--- src/rtl/cmd_sequencer_if.sv ---
// Command-sequencer bus: memory load port, run control, UART sender handshake and status.
// The sequencer connects through the slave modport; the environment driving it uses master.
interface cmd_sequencer_if #(
    parameter int DEPTH = 16,
    parameter int TMO_W = 24
);
    localparam int IDX_W = $clog2(DEPTH);

    logic             ld_en;
    logic [IDX_W-1:0] ld_addr;
    logic [16:0]      ld_data;
    logic [IDX_W:0]   num_cmds;
    logic [TMO_W-1:0] tmo;
    logic             start;
    logic             snd_cmd;
    logic [15:0]      cmd;
    logic             cmd_snt;
    logic             resp_rdy;
    logic [7:0]       resp;
    logic             busy;
    logic             done;
    logic             err;
    logic [7:0]       err_cnt;
    logic [IDX_W:0]   cur_indx;

    modport master (
        output ld_en, ld_addr, ld_data, num_cmds, tmo, start, cmd_snt, resp_rdy, resp,
        input  snd_cmd, cmd, busy, done, err, err_cnt, cur_indx
    );

    modport slave (
        input  ld_en, ld_addr, ld_data, num_cmds, tmo, start, cmd_snt, resp_rdy, resp,
        output snd_cmd, cmd, busy, done, err, err_cnt, cur_indx
    );
endinterface

--- src/rtl/cmd_sequencer.sv ---
// Plays a table of 16-bit commands to a UART sender, optionally waiting for an ACK byte per command.
// Define CMD_SEQ_ABORT_EN to end the run at the first failed command instead of continuing.
module cmd_sequencer #(
    parameter int         DEPTH = 16,
    parameter int         TMO_W = 24,
    parameter logic [7:0] ACK   = 8'hA5
) (
    input  logic           clk,
    input  logic           rst,
    cmd_sequencer_if.slave bus
);
    localparam int             IDX_W   = $clog2(DEPTH);
    localparam logic [IDX_W:0] IDX_ONE = 1;

    typedef enum logic [2:0] {
        S_IDLE,
        S_LOAD,
        S_SEND,
        S_WAIT_SNT,
        S_WAIT_RESP,
        S_NEXT,
        S_DONE
    } state_t;

    state_t           state_reg, state_next;
    logic [16:0]      mem [DEPTH];
    logic [IDX_W:0]   num_reg;
    logic [IDX_W:0]   cur_indx_reg;
    logic [IDX_W:0]   cur_indx_next;
    logic [IDX_W-1:0] rd_addr;
    logic [15:0]      cmd_reg;
    logic             wait_ack_reg;
    logic [TMO_W-1:0] tmo_cnt_reg;
    logic             err_reg;
    logic [7:0]       err_cnt_reg;
    logic             tmo_hit;
    logic             fail;
    logic             phase_clr;

    assign cur_indx_next = cur_indx_reg + IDX_ONE;
    assign rd_addr       = cur_indx_reg[IDX_W-1:0];
    // A zero timeout never fires; otherwise the last permitted cycle of a phase is tmo-1.
    assign tmo_hit       = (bus.tmo != '0) && (tmo_cnt_reg == bus.tmo - TMO_W'(1));

    // Command table: writable only while idle, contents survive reset.
    always_ff @(posedge clk) begin
        if (state_reg == S_IDLE && bus.ld_en) begin
            mem[bus.ld_addr] <= bus.ld_data;
        end
    end

    // Registered table read; the word stays on cmd until the next LOAD.
    always_ff @(posedge clk) begin
        if (rst) begin
            cmd_reg      <= '0;
            wait_ack_reg <= 1'b0;
        end else if (state_reg == S_LOAD) begin
            cmd_reg      <= mem[rd_addr][15:0];
            wait_ack_reg <= mem[rd_addr][16];
        end
    end

    always_comb begin
        state_next = state_reg;
        fail       = 1'b0;
        phase_clr  = 1'b0;
        case (state_reg)
            S_IDLE: begin
                if (bus.start) begin
                    state_next = (bus.num_cmds == '0) ? S_DONE : S_LOAD;
                end
            end
            S_LOAD:  state_next = S_SEND;
            S_SEND:  state_next = S_WAIT_SNT;
            S_WAIT_SNT: begin
                if (bus.cmd_snt) begin
                    phase_clr  = 1'b1;
                    state_next = wait_ack_reg ? S_WAIT_RESP : S_NEXT;
                end else if (tmo_hit) begin
                    fail       = 1'b1;
                    state_next = S_NEXT;
                end
            end
            S_WAIT_RESP: begin
                // A response arriving on the timeout cycle still counts.
                if (bus.resp_rdy) begin
                    fail       = (bus.resp != ACK);
                    state_next = S_NEXT;
                end else if (tmo_hit) begin
                    fail       = 1'b1;
                    state_next = S_NEXT;
                end
            end
            S_NEXT:  state_next = (cur_indx_next == num_reg) ? S_DONE : S_LOAD;
            S_DONE:  state_next = S_IDLE;
            default: state_next = S_IDLE;
        endcase
`ifdef CMD_SEQ_ABORT_EN
        if (fail) begin
            state_next = S_DONE;
        end
`endif
    end

    always_ff @(posedge clk) begin
        if (rst) begin
            state_reg    <= S_IDLE;
            num_reg      <= '0;
            cur_indx_reg <= '0;
            tmo_cnt_reg  <= '0;
            err_reg      <= 1'b0;
            err_cnt_reg  <= '0;
        end else begin
            state_reg <= state_next;

            if (state_reg == S_IDLE && bus.start) begin
                num_reg      <= bus.num_cmds;
                cur_indx_reg <= '0;
                err_reg      <= 1'b0;
                err_cnt_reg  <= '0;
            end

            if (state_reg == S_NEXT) begin
                cur_indx_reg <= cur_indx_next;
            end

            // Each wait phase gets its own full timeout budget.
            if (state_reg == S_SEND || phase_clr) begin
                tmo_cnt_reg <= '0;
            end else if (state_reg == S_WAIT_SNT || state_reg == S_WAIT_RESP) begin
                tmo_cnt_reg <= tmo_cnt_reg + TMO_W'(1);
            end

            if (fail) begin
                err_reg <= 1'b1;
                if (err_cnt_reg != 8'hFF) begin
                    err_cnt_reg <= err_cnt_reg + 8'd1;
                end
            end
        end
    end

    assign bus.snd_cmd  = (state_reg == S_SEND);
    assign bus.done     = (state_reg == S_DONE);
    assign bus.busy     = (state_reg != S_IDLE);
    assign bus.cmd      = cmd_reg;
    assign bus.err      = err_reg;
    assign bus.err_cnt  = err_cnt_reg;
    assign bus.cur_indx = cur_indx_reg;
endmodule

--- src/flat_wrapper.sv ---
// flat-port wrapper written by rule: the top's interface ports become plain ports
module cmd_sequencer_flat 
#(
    parameter int         DEPTH = 16,
    parameter int         TMO_W = 24,
    parameter logic [7:0] ACK   = 8'hA5
)
  (clk, rst, bus_ld_en, bus_ld_addr, bus_ld_data, bus_num_cmds, bus_tmo, bus_start, bus_cmd_snt, bus_resp_rdy, bus_resp, bus_snd_cmd, bus_cmd, bus_busy, bus_done, bus_err, bus_err_cnt, bus_cur_indx);
  cmd_sequencer_if #(.DEPTH(DEPTH), .TMO_W(TMO_W)) bus_i ();
  input  logic clk;
  input  logic rst;
  input wire logic [$bits(bus_i.ld_en)-1:0] bus_ld_en;
  input wire logic [$bits(bus_i.ld_addr)-1:0] bus_ld_addr;
  input wire logic [$bits(bus_i.ld_data)-1:0] bus_ld_data;
  input wire logic [$bits(bus_i.num_cmds)-1:0] bus_num_cmds;
  input wire logic [$bits(bus_i.tmo)-1:0] bus_tmo;
  input wire logic [$bits(bus_i.start)-1:0] bus_start;
  input wire logic [$bits(bus_i.cmd_snt)-1:0] bus_cmd_snt;
  input wire logic [$bits(bus_i.resp_rdy)-1:0] bus_resp_rdy;
  input wire logic [$bits(bus_i.resp)-1:0] bus_resp;
  output wire logic [$bits(bus_i.snd_cmd)-1:0] bus_snd_cmd;
  output wire logic [$bits(bus_i.cmd)-1:0] bus_cmd;
  output wire logic [$bits(bus_i.busy)-1:0] bus_busy;
  output wire logic [$bits(bus_i.done)-1:0] bus_done;
  output wire logic [$bits(bus_i.err)-1:0] bus_err;
  output wire logic [$bits(bus_i.err_cnt)-1:0] bus_err_cnt;
  output wire logic [$bits(bus_i.cur_indx)-1:0] bus_cur_indx;
  assign bus_i.ld_en = bus_ld_en;
  assign bus_i.ld_addr = bus_ld_addr;
  assign bus_i.ld_data = bus_ld_data;
  assign bus_i.num_cmds = bus_num_cmds;
  assign bus_i.tmo = bus_tmo;
  assign bus_i.start = bus_start;
  assign bus_i.cmd_snt = bus_cmd_snt;
  assign bus_i.resp_rdy = bus_resp_rdy;
  assign bus_i.resp = bus_resp;
  assign bus_snd_cmd = bus_i.snd_cmd;
  assign bus_cmd = bus_i.cmd;
  assign bus_busy = bus_i.busy;
  assign bus_done = bus_i.done;
  assign bus_err = bus_i.err;
  assign bus_err_cnt = bus_i.err_cnt;
  assign bus_cur_indx = bus_i.cur_indx;
  cmd_sequencer #(.DEPTH(DEPTH), .TMO_W(TMO_W), .ACK(ACK)) u_core (.clk(clk), .rst(rst), .bus(bus_i));
endmodule
--- config.mk ---
export PLATFORM = sky130hd
export DESIGN_NAME = cmd_sequencer_flat
export DESIGN_NICKNAME = d
export VERILOG_FILES = /design/src/rtl/cmd_sequencer_if.sv /design/src/rtl/cmd_sequencer.sv /design/src/flat_wrapper.sv
export SDC_FILE = /design/constraint.sdc
export NUM_CORES = 1
export LEC_CHECK = 0
export ABC_AREA = 1
export BUFFER_PORTS_ARGS = -buffer_cell sky130_fd_sc_hd__buf_2
export CORE_ASPECT_RATIO = 0.5
export CORE_MARGIN = 5
export CORE_UTILIZATION = 48
export DETAILED_ROUTE_END_ITERATION = 12
export GPL_ROUTABILITY_DRIVEN = 1
export PLACE_DENSITY = 0.71
export RECOVER_POWER = 50
export SYNTH_ARGS = -nofsm -noshare
export SYNTH_HDL_FRONTEND = slang
export SYNTH_SLANG_ARGS = --single-unit
export TNS_END_PERCENT = 1
--- constraint.sdc ---
create_clock -name clk -period 2.4 [get_ports clk]
set_input_delay 0.12 -clock clk [delete_from_list [all_inputs] [get_ports clk]]
set_output_delay 0.12 -clock clk [all_outputs]
set_load 0.005 [all_outputs]
==> flow_metrics.py <==
metrics = {
    "sta": {
        "finalMaxSlewViolations": 0,
        "min_period_ns": 2.141,
        "final-hold-violation-count": 0,
        "fin_crit_sh_pct": 89.19,
        "slew_headroom_pct": 51.49,
        "final.setup_skew_ns": 0.01925,
        "tns_ns": 0,
        "max_freq_ghz": 0.4671,
        "tightest_slew_ns": 0.7277,
        "rsz0062_at_grt": "false",
        "finalSetupViolCount": 0,
    },
    "worst_setup_path": {
        "startpoint_type": "register",
        "crit_required_ns": 2.84,
        "endpoint_kind": "register",
        "crit_fanout": 17,
        "crit_type": "reg2reg",
        "arrival_ns": 2.58,
    },
    "power_and_ir_drop": {
        "pwr-share-comb_pct": 7.0,
        "p_leak_nw": 6.389,
        "ir_drop_mv": 0.5367,
        "swShare_pct": 22.51,
        "fin_total_pwr_mw": 11.54,
        "switchingPower_mw": 2.599,
        "p_clk_share_pct": 36.8,
        "sequentialPowerShare_pct": 56.1,
        "power_density_nw_per_um2": 663.8,
        "p_int_mw": 8.945,
    },
    "cts": {
        "post_cts_buffers": 0,
        "clkSinkCount": 335,
        "cts_buffers": 29,
        "htree_levels": 1,
        "clk_pin_slew_worst_paths_ns": 0.07,
        "cts-root-buf": "clkbuf_16",
        "cts_tree": "done",
        "clk_path_buf_depth": 3,
        "clk_latency_ns": 0.56,
    },
    "placed_design": {
        "dp_hpwl_mm": 25.14,
        "place_congestion": 0.8741,
        "port-buffer-count": 96,
    },
    "flow_run": {
        "maxCapViolCount": 0,
    },
    "die": {
        "die_area_um2": 34990,
        "start_util_pct": 48.98,
        "rows": 45,
        "num_io_pins": 97,
        "core_um2": 30520,
        "die_x_um": 259.6,
        "die_y_um": 134.8,
    },
    "layout": {
        "final_cell_mix": "272 x edfxtp_1, 220 x nor2_1, 194 x o21ai_0",
        "largest_reg_flops": 272,
        "final_nets": 1691,
        "syn_to_final_growth_pct": 16.35,
        "drive_gt1_share_pct": 12.72,
        "insertedDiodeCount": 0,
        "final_common_cell": "edfxtp_1",
    },
    "hold_path": {
        "hold_path_class": "in2reg",
    },
    "yosys": {
        "synth-edff-count": 272,
        "synth.yosys.warnings": 0,
        "seq_area_frac_synth_pct": 63.08,
        "avgSynthCellArea_um2": 10.13,
        "synth_seq_cells": 335,
        "synthCells": 1475,
        "yosys_most_used_dff": "edfxtp_1",
        "yosysUniqueCellTypes": 48,
        "syn_area_um2": 14950,
        "syn-num-nets": 1544,
        "synthArstFlopShare_pct": 0,
    },
    "detailed_routing": {
        "drtIter0Drc": 1238,
        "vias": 11587,
        "vias_per_cell": 5.608,
        "dr.pass1.iters": 7,
        "wl_mm": 38.55,
        "ant_nets": 0,
        "wl_per_cell_um": 18.66,
        "drc": 0,
    },
    "global_route": {
        "grt_overflow": 0,
        "grt_pass1_wl_mm": 59.55,
        "antenna_found_initial": 0,
        "grt_pass1_vias": 11018,
        "grt.total_usage_pct": 21.40,
        "grt_max_degree": 80,
    },
    "run_status": {
        "status": "completed",
    },
}
worst max-delay path: stages (launching register included):
cell,delay (ns)
dfxtp_1,0.34
inv_1,0.14
nand2_1,0.07
nor2_1,0.16
clkbuf_1,0.21
nand2_1,0.09
buf_4,0.20
o21ai_0,0.20
dlygate4sd3_1,0.58
a21oi_1,0.04
synth_stat cells (4+ instances only):
cell type / n / area share [%]
clkbuf_1: 57 / 1.4
nand2_2: 7 / 0.29
xnor2_1: 9 / 0.53
xor2_1: 15 / 0.88
nor2_4: 8 / 0.60
buf_1: 5 / 0.13
dfxtp_1: 63 / 8.4
o211ai_1: 17 / 0.85
nor3_1: 14 / 0.47
nand4_1: 12 / 0.50
ha_1: 5 / 0.42
o21ai_0: 194 / 6.5
nor2_2: 6 / 0.25
nor2_1: 237 / 6.0
inv_1: 141 / 3.5
o21a_1: 4 / 0.20
nand3b_1: 4 / 0.20
o22ai_1: 44 / 1.8
edfxtp_1: 272 / 55
a21oi_1: 60 / 2.0
o221ai_1: 27 / 1.6
nand3_1: 49 / 1.6
nand2_1: 190 / 4.8
cell type report:
class                           count  area, µm²
Clock buffer                       36      762.0
Clock inverter                     16      85.08
Fill cell                        2542      13130
Inverter                          145      545.5
Multi-Input combinational cell    932       4785
Sequential cell                   335       9434
Tap cell                          423      529.3
Timing Repair Buffer              179       1251
final timing paths:
| path | end | slack [ns] | from | depth (start not counted) |
|---|---|---|---|---|
| worst min register to register | u_core.num_reg[2] | 0.46 | u_core.num_reg[2] | 2 |
| worst max-delay path | u_core.num_reg[1] | 0.26 | u_core.state_reg[1] | 9 |
| worst min-delay path | u_core.state_reg[0] | 0.01 | bus_start | 3 |
| worst max register to register | u_core.num_reg[1] | 0.26 | u_core.state_reg[1] | 9 |
repair_timing:
action / CTS / global route
endpoints found under the setup margin: 0 / 2
gates resized for setup: 0 / 2
hold buffers: 28 / 0
endpoints found under the hold margin: 281 / 0
logic make-up (layout without fill, tap and decap cells):
kind of cell | Yosys count | after routing | synth area share (%)
adder cells (fa/ha/maj) | 5 | 5 | 0.4185
XOR/XNOR | 26 | 26 | 1.708
buffers and inverters | 208 | 376 | 5.232
AND/OR/NAND/NOR | 547 | 547 | 16.15
flip-flops | 335 | 335 | 63.08
AO/OA/AOI/OAI | 354 | 354 | 13.41
power groups by stage:
stage | clock network (mW) | logic (mW) | registers (mW)
after floorplan | 0 | 0.402 | 6.60
after global placement | 0 | 0.756 | 6.60
after detailed placement | 0 | 0.781 | 6.60
after CTS | 4.33 | 0.826 | 6.48
after global routing | 4.57 | 0.902 | 6.49
final | 4.25 | 0.812 | 6.48
layer usage:
metal | vias up | global-route usage (%) | routed length [µm]
met4 | 0 | 6.127 | 995
met5 | - | 0 | 0
met3 | 81 | 3.158 | 2822
met2 | 486 | 36.54 | 18810
met1 | 5586 | 28.93 | 15920
li1 | 5434 | - | -
stage by stage:
step / cell area [µm²] / setup WS [ns] / hold WS, ns / utilization [%] / instances
after detailed placement: 16320 / 0.1398 / 0.4208 / 53.47 / 1986
after floorplan: 14950 / 0.1212 / 0.2189 / - / 1475
after CTS: 17440 / 0.2090 / 0.001910 / 57.16 / 2066
after global placement: 16320 / 0.2117 / 0.4080 / 53.47 / 1986
final: 17390 / 0.2593 / 0.01172 / 56.99 / 2066
after global routing: 17390 / 0.03213 / 0.04005 / 56.99 / 2066
(Power assumes the default switching activity.)
